[config.mk]
export PLATFORM = sky130hd
export DESIGN_NAME = noc_router_np
export DESIGN_NICKNAME = d
export VERILOG_FILES = /design/src/rtl/noc_router_np.sv
export SDC_FILE = /design/constraint.sdc
export NUM_CORES = 2
export LEC_CHECK = 0
export BUFFER_PORTS_ARGS = -buffer_cell sky130_fd_sc_hd__buf_4
export CORE_MARGIN = 5
export CORE_UTILIZATION = 56
export DETAILED_ROUTE_END_ITERATION = 8
export PLACE_DENSITY = 0.81
export SYNTH_ARGS = -nofsm -noshare
export SYNTH_HDL_FRONTEND = slang
export SYNTH_SLANG_ARGS = --single-unit
[constraint.sdc]
create_clock -name clk -period 5.4 [get_ports clk]
set_input_delay 0.81 -clock clk [delete_from_list [all_inputs] [get_ports clk]]
set_output_delay 0.81 -clock clk [all_outputs]
set_load 0.03 [all_outputs]
[src/rtl/noc_router_np.sv]
// -----------------------------------------------------------------------------
// noc_router_np
// Parametrised N-port router. Each input channel owns a first-word-fall-through
// FIFO. The head flit of each FIFO requests the output named in its header. Each
// output picks one requester with its own rotate-after-grant round-robin
// pointer. Malformed heads are popped without being forwarded, and they are
// counted in a saturating counter.
//
// Flit format: bit 0 = valid, bits [DW:1] = destination output index.
//
// Ports
//   clk              clock
//   reset            asynchronous, active-high reset
//   in_write         per-channel write strobe into the input FIFO
//   in_data          input flits, channel i at [i*WIDTH +: WIDTH]
//   in_full          input FIFO i holds DEPTH entries
//   in_almost_full   input FIFO i holds >= DEPTH-1 entries
//   out_write        registered write strobe to the downstream FIFO
//   out_data         registered output flits, same packing as in_data
//   out_full         downstream FIFO full
//   out_almost_full  downstream FIFO holds >= its depth-1 entries
//   drop_count       saturating count of discarded malformed flits
// -----------------------------------------------------------------------------
module noc_router_np #(
  parameter int WIDTH  = 16,
  parameter int DEPTH  = 32,
  parameter int NPORTS = 4
) (
  input  logic                     clk,
  input  logic                     reset,
  input  logic [NPORTS-1:0]        in_write,
  input  logic [NPORTS*WIDTH-1:0]  in_data,
  output logic [NPORTS-1:0]        in_full,
  output logic [NPORTS-1:0]        in_almost_full,
  output logic [NPORTS-1:0]        out_write,
  output logic [NPORTS*WIDTH-1:0]  out_data,
  input  logic [NPORTS-1:0]        out_full,
  input  logic [NPORTS-1:0]        out_almost_full,
  output logic [15:0]              drop_count
);

  localparam int DW = ($clog2(NPORTS) > 1) ? $clog2(NPORTS) : 1;
  localparam int AW = $clog2(DEPTH);
  localparam int CW = AW + 1;
  // Port count widened by one bit so that an out-of-range destination can be
  // detected when NPORTS is not a power of two.
  localparam logic [DW:0] NP_L = (DW+1)'(NPORTS);

  // Input FIFO storage and bookkeeping
  logic [WIDTH-1:0] mem    [NPORTS][DEPTH];
  logic [AW-1:0]    wr_ptr [NPORTS];
  logic [AW-1:0]    rd_ptr [NPORTS];
  logic [CW-1:0]    count  [NPORTS];

  logic [WIDTH-1:0] head   [NPORTS];
  logic [DW-1:0]    dest   [NPORTS];
  logic [NPORTS-1:0] push, pop, req_ok, drop, grant_in;

  // Arbitration results
  logic [NPORTS-1:0] eligible, gnt_valid;
  logic [DW-1:0]     gnt_idx [NPORTS];
  logic [DW-1:0]     rr      [NPORTS];

  logic [4:0]  drop_inc;
  logic [16:0] drop_sum;

  // Head decode, FIFO status and request generation.
  // Full is taken from the registered count, so a push is refused on a full
  // FIFO even if the same cycle pops it.
  always_comb begin
    for (int i = 0; i < NPORTS; i++) begin
      head[i]           = mem[i][rd_ptr[i]];
      dest[i]           = head[i][DW:1];
      in_full[i]        = (count[i] == CW'(DEPTH));
      in_almost_full[i] = (count[i] >= CW'(DEPTH - 1));
      push[i]           = in_write[i] & ~in_full[i];
      req_ok[i]         = (count[i] != '0) & head[i][0] & ({1'b0, dest[i]} < NP_L);
      drop[i]           = (count[i] != '0) & ~req_ok[i];
    end
  end

  // An output that just wrote into an almost-full downstream FIFO must skip a
  // cycle, because that write may have filled it.
  assign eligible = ~out_full & ~(out_almost_full & out_write);

  // Per-output round-robin. The scan starts at rr[p] and wraps. Each input has
  // only one destination, so it cannot be granted by two outputs at once.
  always_comb begin
    int idx;
    // NOTE: every combinational output gets a default before any branch, so no
    // path leaves it unassigned and no latch is inferred.
    gnt_valid = '0;
    grant_in  = '0;
    for (int p = 0; p < NPORTS; p++) begin
      gnt_idx[p] = '0;
      for (int k = 0; k < NPORTS; k++) begin
        // NOTE: blocking assignments inside combinational logic, because idx is
        // a temporary that must be read back in the same pass.
        idx = int'(rr[p]) + k;
        if (idx >= NPORTS) idx = idx - NPORTS;
        if (!gnt_valid[p] && eligible[p] && req_ok[idx] && dest[idx] == DW'(p)) begin
          gnt_valid[p]  = 1'b1;
          gnt_idx[p]    = DW'(idx);
          grant_in[idx] = 1'b1;
        end
      end
    end
  end

  assign pop = drop | grant_in;

  // Several inputs can drop in the same cycle, so the counter adds the number
  // of drops and clamps at all-ones.
  always_comb begin
    drop_inc = '0;
    for (int i = 0; i < NPORTS; i++) drop_inc = drop_inc + 5'(drop[i]);
    drop_sum = {1'b0, drop_count} + 17'(drop_inc);
  end

  // NOTE: the FIFO storage has no reset. Only the pointers and counts define
  // which entries are valid, so clearing the array would add reset fan-out for
  // no benefit.
  always_ff @(posedge clk) begin
    for (int i = 0; i < NPORTS; i++) begin
      if (push[i]) mem[i][wr_ptr[i]] <= in_data[i*WIDTH +: WIDTH];
    end
  end

  // NOTE: sequential state uses non-blocking assignments only, so every
  // register samples pre-edge values regardless of statement order.
  always_ff @(posedge clk or posedge reset) begin
    if (reset) begin
      for (int i = 0; i < NPORTS; i++) begin
        wr_ptr[i] <= '0;
        rd_ptr[i] <= '0;
        count[i]  <= '0;
      end
    end else begin
      for (int i = 0; i < NPORTS; i++) begin
        if (push[i]) wr_ptr[i] <= wr_ptr[i] + AW'(1);
        if (pop[i])  rd_ptr[i] <= rd_ptr[i] + AW'(1);
        case ({push[i], pop[i]})
          2'b10:   count[i] <= count[i] + CW'(1);
          2'b01:   count[i] <= count[i] - CW'(1);
          default: count[i] <= count[i];
        endcase
      end
    end
  end

  // Output registers, round-robin pointers and the drop counter
  always_ff @(posedge clk or posedge reset) begin
    if (reset) begin
      out_write  <= '0;
      out_data   <= '0;
      drop_count <= '0;
      for (int p = 0; p < NPORTS; p++) rr[p] <= '0;
    end else begin
      out_write  <= gnt_valid;
      drop_count <= drop_sum[16] ? 16'hFFFF : drop_sum[15:0];
      for (int p = 0; p < NPORTS; p++) begin
        if (gnt_valid[p]) begin
          out_data[p*WIDTH +: WIDTH] <= head[gnt_idx[p]];
          if (int'(gnt_idx[p]) == NPORTS - 1) rr[p] <= '0;
          else                                 rr[p] <= gnt_idx[p] + DW'(1);
        end
      end
    end
  end

endmodule

==> results.sh <==
export IMPL_ant_nets=0
export IMPL_cts_buffers=210
export IMPL_cp_start_kind="flip-flop"
export IMPL_floorplan_die_width_microns=410
export IMPL_cts_buffer_depth=3
export IMPL_cts_reportedPaths_clkPinSlew_ns=0.06
export IMPL_seq_area_frac_synth_pct=72.9
export IMPL_p_leak_nw=34.8
export IMPL_cts_tree="done"
export IMPL_netlist_instances=4502
export IMPL_setup_viol_count_final=0
export IMPL_io_buffers=169
export IMPL_drive_above_1_share_pct=33.9
export IMPL_min_period_ns=5.36
export IMPL_totalWireLength_microns=236000
export IMPL_dr_pass1_iters=6
export IMPL_routed_via_count=49000
export IMPL_worst_setup_path_type="reg -> reg"
export IMPL_antenna_found_initial=7
export IMPL_via_per_inst=6.68
export IMPL_crit_fanout=8
export IMPL_crit_required_ns=6.13
export IMPL_place_congestion=0.938
export IMPL_final_cells=7339
export IMPL_dpl_hpwl_microns=141000
export IMPL_synth_ff_type="edfxtp_1"
export IMPL_setup_tns_ns=0
export IMPL_tightest_slew_ns=1.48
export IMPL_ctsHtreeMaxLevel=4
export IMPL_finalHoldViolCount=0
export IMPL_timing_fmax_ghz=0.187
export IMPL_syn_num_nets=4647
export IMPL_num_fill_cells=9754
export IMPL_first_iter_violations=7112
export IMPL_synth_warning_count=0
export IMPL_grt_pass1_vias=50000
export IMPL_dp_cells=6900
export IMPL_grt_max_degree=68
export IMPL_status="finished, final reports clean"
export IMPL_initial_core_util_pct=56.5
export IMPL_rows=146
export IMPL_critPathArrivalTime_ns=6.09
export IMPL_ioPinCount=170
export IMPL_crit_slowest_cell="dfrtp_4"
export IMPL_grt_overflow_total=0
export IMPL_globalRouteMet2Util_pct=45.4
export IMPL_end_kind="flip-flop"
export IMPL_crit_path_max_incr_delay_ns=0.57
export IMPL_drv_slew=0
export IMPL_gr_max_usage_layer="met2"
export IMPL_cts_root_buf="clkbuf_16"
export IMPL_finalClockSkew_ns=0.0428
export IMPL_wire_per_inst_microns=32.2
export IMPL_grt_use_met1_pct=37.9
export IMPL_final_nets=5223
export IMPL_grt_setup_unrepaired="true"
export IMPL_p_per_area_nw_per_um2=617
export IMPL_die_height_microns=410
export IMPL_core_region_area_sq_um=159000
export IMPL_grt_pass1_wl_microns=344000
export IMPL_hp_class="in -> reg"
export IMPL_clock_latency_ns=0.87
export IMPL_syn_area_sq_um=89700
export IMPL_critical_path_cell_chain="buf_6 -> and2_1 -> a221o_1 -> o211a_4 -> nor3_4 -> nand3b_1 -> buf_6 -> mux4_2 -> buf_4 -> a211o_4 -> o32ai_4 -> a211oi_4 -> and3_4 -> inv_1 -> ha_1 -> ha_1 -> a21o_1 -> a21oi_2 -> o21bai_1 -> a21oi_1 -> xnor2_1 -> nor2_1 -> xor2_1"
export IMPL_avgSynthCellArea_sq_um=19.9
export IMPL_slew_headroom_pct=1.11
export IMPL_ys_ff_latch=2204
export IMPL_async_flop_share_pct=7.08
export IMPL_grtUsageTotal_pct=28.0
export IMPL_drc_errors=0
export IMPL_drv_cap=0
export IMPL_synth_edff_count=2048
export IMPL_cts_sinks=2204
export IMPL_ys_types=96
export IMPL_grt_util_met3_pct=6.26
export IMPL_peakVddDrop_mv=0.467
export IMPL_dieArea_sq_um=168000
export IMPL_min_period_over_period_pct=99.2
export IMPL_area_delta_synth_final_pct=15.8
==> Yosys cell counts, types with 8 or more instances <==
cell          n  area share, %
mux2_2       66           0.83
a22oi_1      11          0.092
and2_1       23           0.16
o211ai_1     22           0.18
buf_2        28           0.16
a2111oi_0    14           0.14
nor2b_1      14          0.098
mux4_2      580             15
inv_1        74           0.31
o21bai_1      8          0.067
nand4_1      24           0.17
a221oi_1     36           0.35
nand3_1      49           0.27
buf_1        56           0.23
nor3_1       36           0.20
a21o_1       15           0.13
o21ai_0      43           0.24
o221ai_1     14           0.14
a2bb2oi_1     9          0.088
buf_4        16           0.13
nand2b_1     19           0.13
nor2_1      222           0.93
xnor2_1      42           0.41
mux2i_1     118            1.3
a211o_1      24           0.23
or3_1        11          0.077
nand2_1     191           0.80
buf_6         9           0.11
xor2_1       24           0.23
or2_2        13          0.091
o2111ai_1    15           0.15
a31oi_1      14          0.098
and3_1       32           0.22
ha_1         60           0.84
dfrtp_1     156            4.4
clkbuf_1    122           0.51
nand3b_1     16           0.13
a21oi_1      59           0.33
edfxtp_1   2048             69
==> per-stage QoR <==
stage	utilization, %	hold WS, ns	power [mW]	setup slack, ns	instance area (sq um)
6_report	65.5	0.351	64.1	0.0448	104000
5_1_grt	65.4	0.328	66.6	-0.132	104000
4_1_cts	65.1	0.293	63.1	0.00492	103000
3_3_place_gp	60.4	0.453	46.6	-0.205	95900
2_1_floorplan	-	0.471	37.6	0.235	89700
3_5_place_dp	60.4	0.458	47.3	-0.308	95900
==> timing repair <==
item,in CTS,in global routing
setup endpoints to repair,10,13
pin swaps,9,25
setup buffers,11,25
resized for setup,28,83
cloned,1,0
hold endpoints to repair,21,0
hold buffers,1,0
==> area by class of cell <==
cell class                 count  area (sq um)  share of cell area [%]
sequential                  2204         65400                    63.0
multi-input combinational   1990         23700                    22.8
clock buffer                 251          5460                    5.25
timing repair buffer         595          4700                    4.52
tap                         2072          2590                    2.50
clock inverter               143          1720                    1.66
inverter                      77           300                   0.289
antenna                        7          17.5                  0.0169
==> cells in the final DEF (no fill, tap or decap), types with 53 or more instances in the layout <==
cell and n:
nor2_1 127, inv_1 73, clkbuf_16 210, dfrtp_1 141
nand2_1 188, edfxtp_1 2048, buf_4 566, nor2_2 94
mux4_2 580, mux2_2 66, mux2i_1 118, a21oi_1 53
ha_1 56
==> layer usage <==
layer,up-vias,wire [microns]
met3,558,25500
li1,19700,-
met1,25400,84900
met2,3310,117000
met5,-,35
met4,6,9020
==> critical path: cells and delay by family (launching register included) <==
kind            cells  cell delay (ns)
compound gates      9             1.97
buf+inv             4             0.58
flops               1             0.57
fa+ha+maj           2             0.40
xor+xnor            2             0.28
simple gates        5             0.96
mux                 1             0.49
==> where the power goes <==
group	switching [mW]	leakage (nW)	internal, mW
combinational	15.3	11.1	12.1
sequential	1.16	20.3	20.3
clock	6.57	3.49	8.69
==> worst paths after layout <==
path                                   start      endpoint  slack, ns  depth (start not counted)
worst max-delay path               rd_ptr[6]     count[23]       0.04                         23
worst min-delay path             in_data[14]    mem[0][94]       0.35                          1
worst max register to register     rd_ptr[6]     count[23]       0.04                         23
worst min register to register  out_data[17]  out_data[17]       0.47                          1
max in group asynchronous              reset     rd_ptr[0]       3.54                          4
min in group asynchronous              reset  out_data[16]       0.55                          3
==> flip-flops by register name, summed over array words and instances, names as in the netlist, named ones only <==
signal      flops
mem          2048
out_data       64
count          24
rd_ptr         20
wr_ptr         20
drop_count     16
out_write       4
rr              4
==> kinds of logic (layout without fill, tap and decap cells) <==
logic type / after synthesis / in the layout / share of synthesized area, %
other: 0 / 7 / 0
adders and majority gates: 67 / 67 / 0.993
buffers and inverters: 309 / 1066 / 1.49
DFF: 2204 / 2204 / 72.9
AOI/OAI and AO/OA: 379 / 379 / 3.17
muxes: 777 / 777 / 17.0
and+or+nand+nor: 700 / 701 / 3.81
xor gates and xnor gates: 66 / 66 / 0.644
No activity file was read; power rests on OpenSTA's default activity.
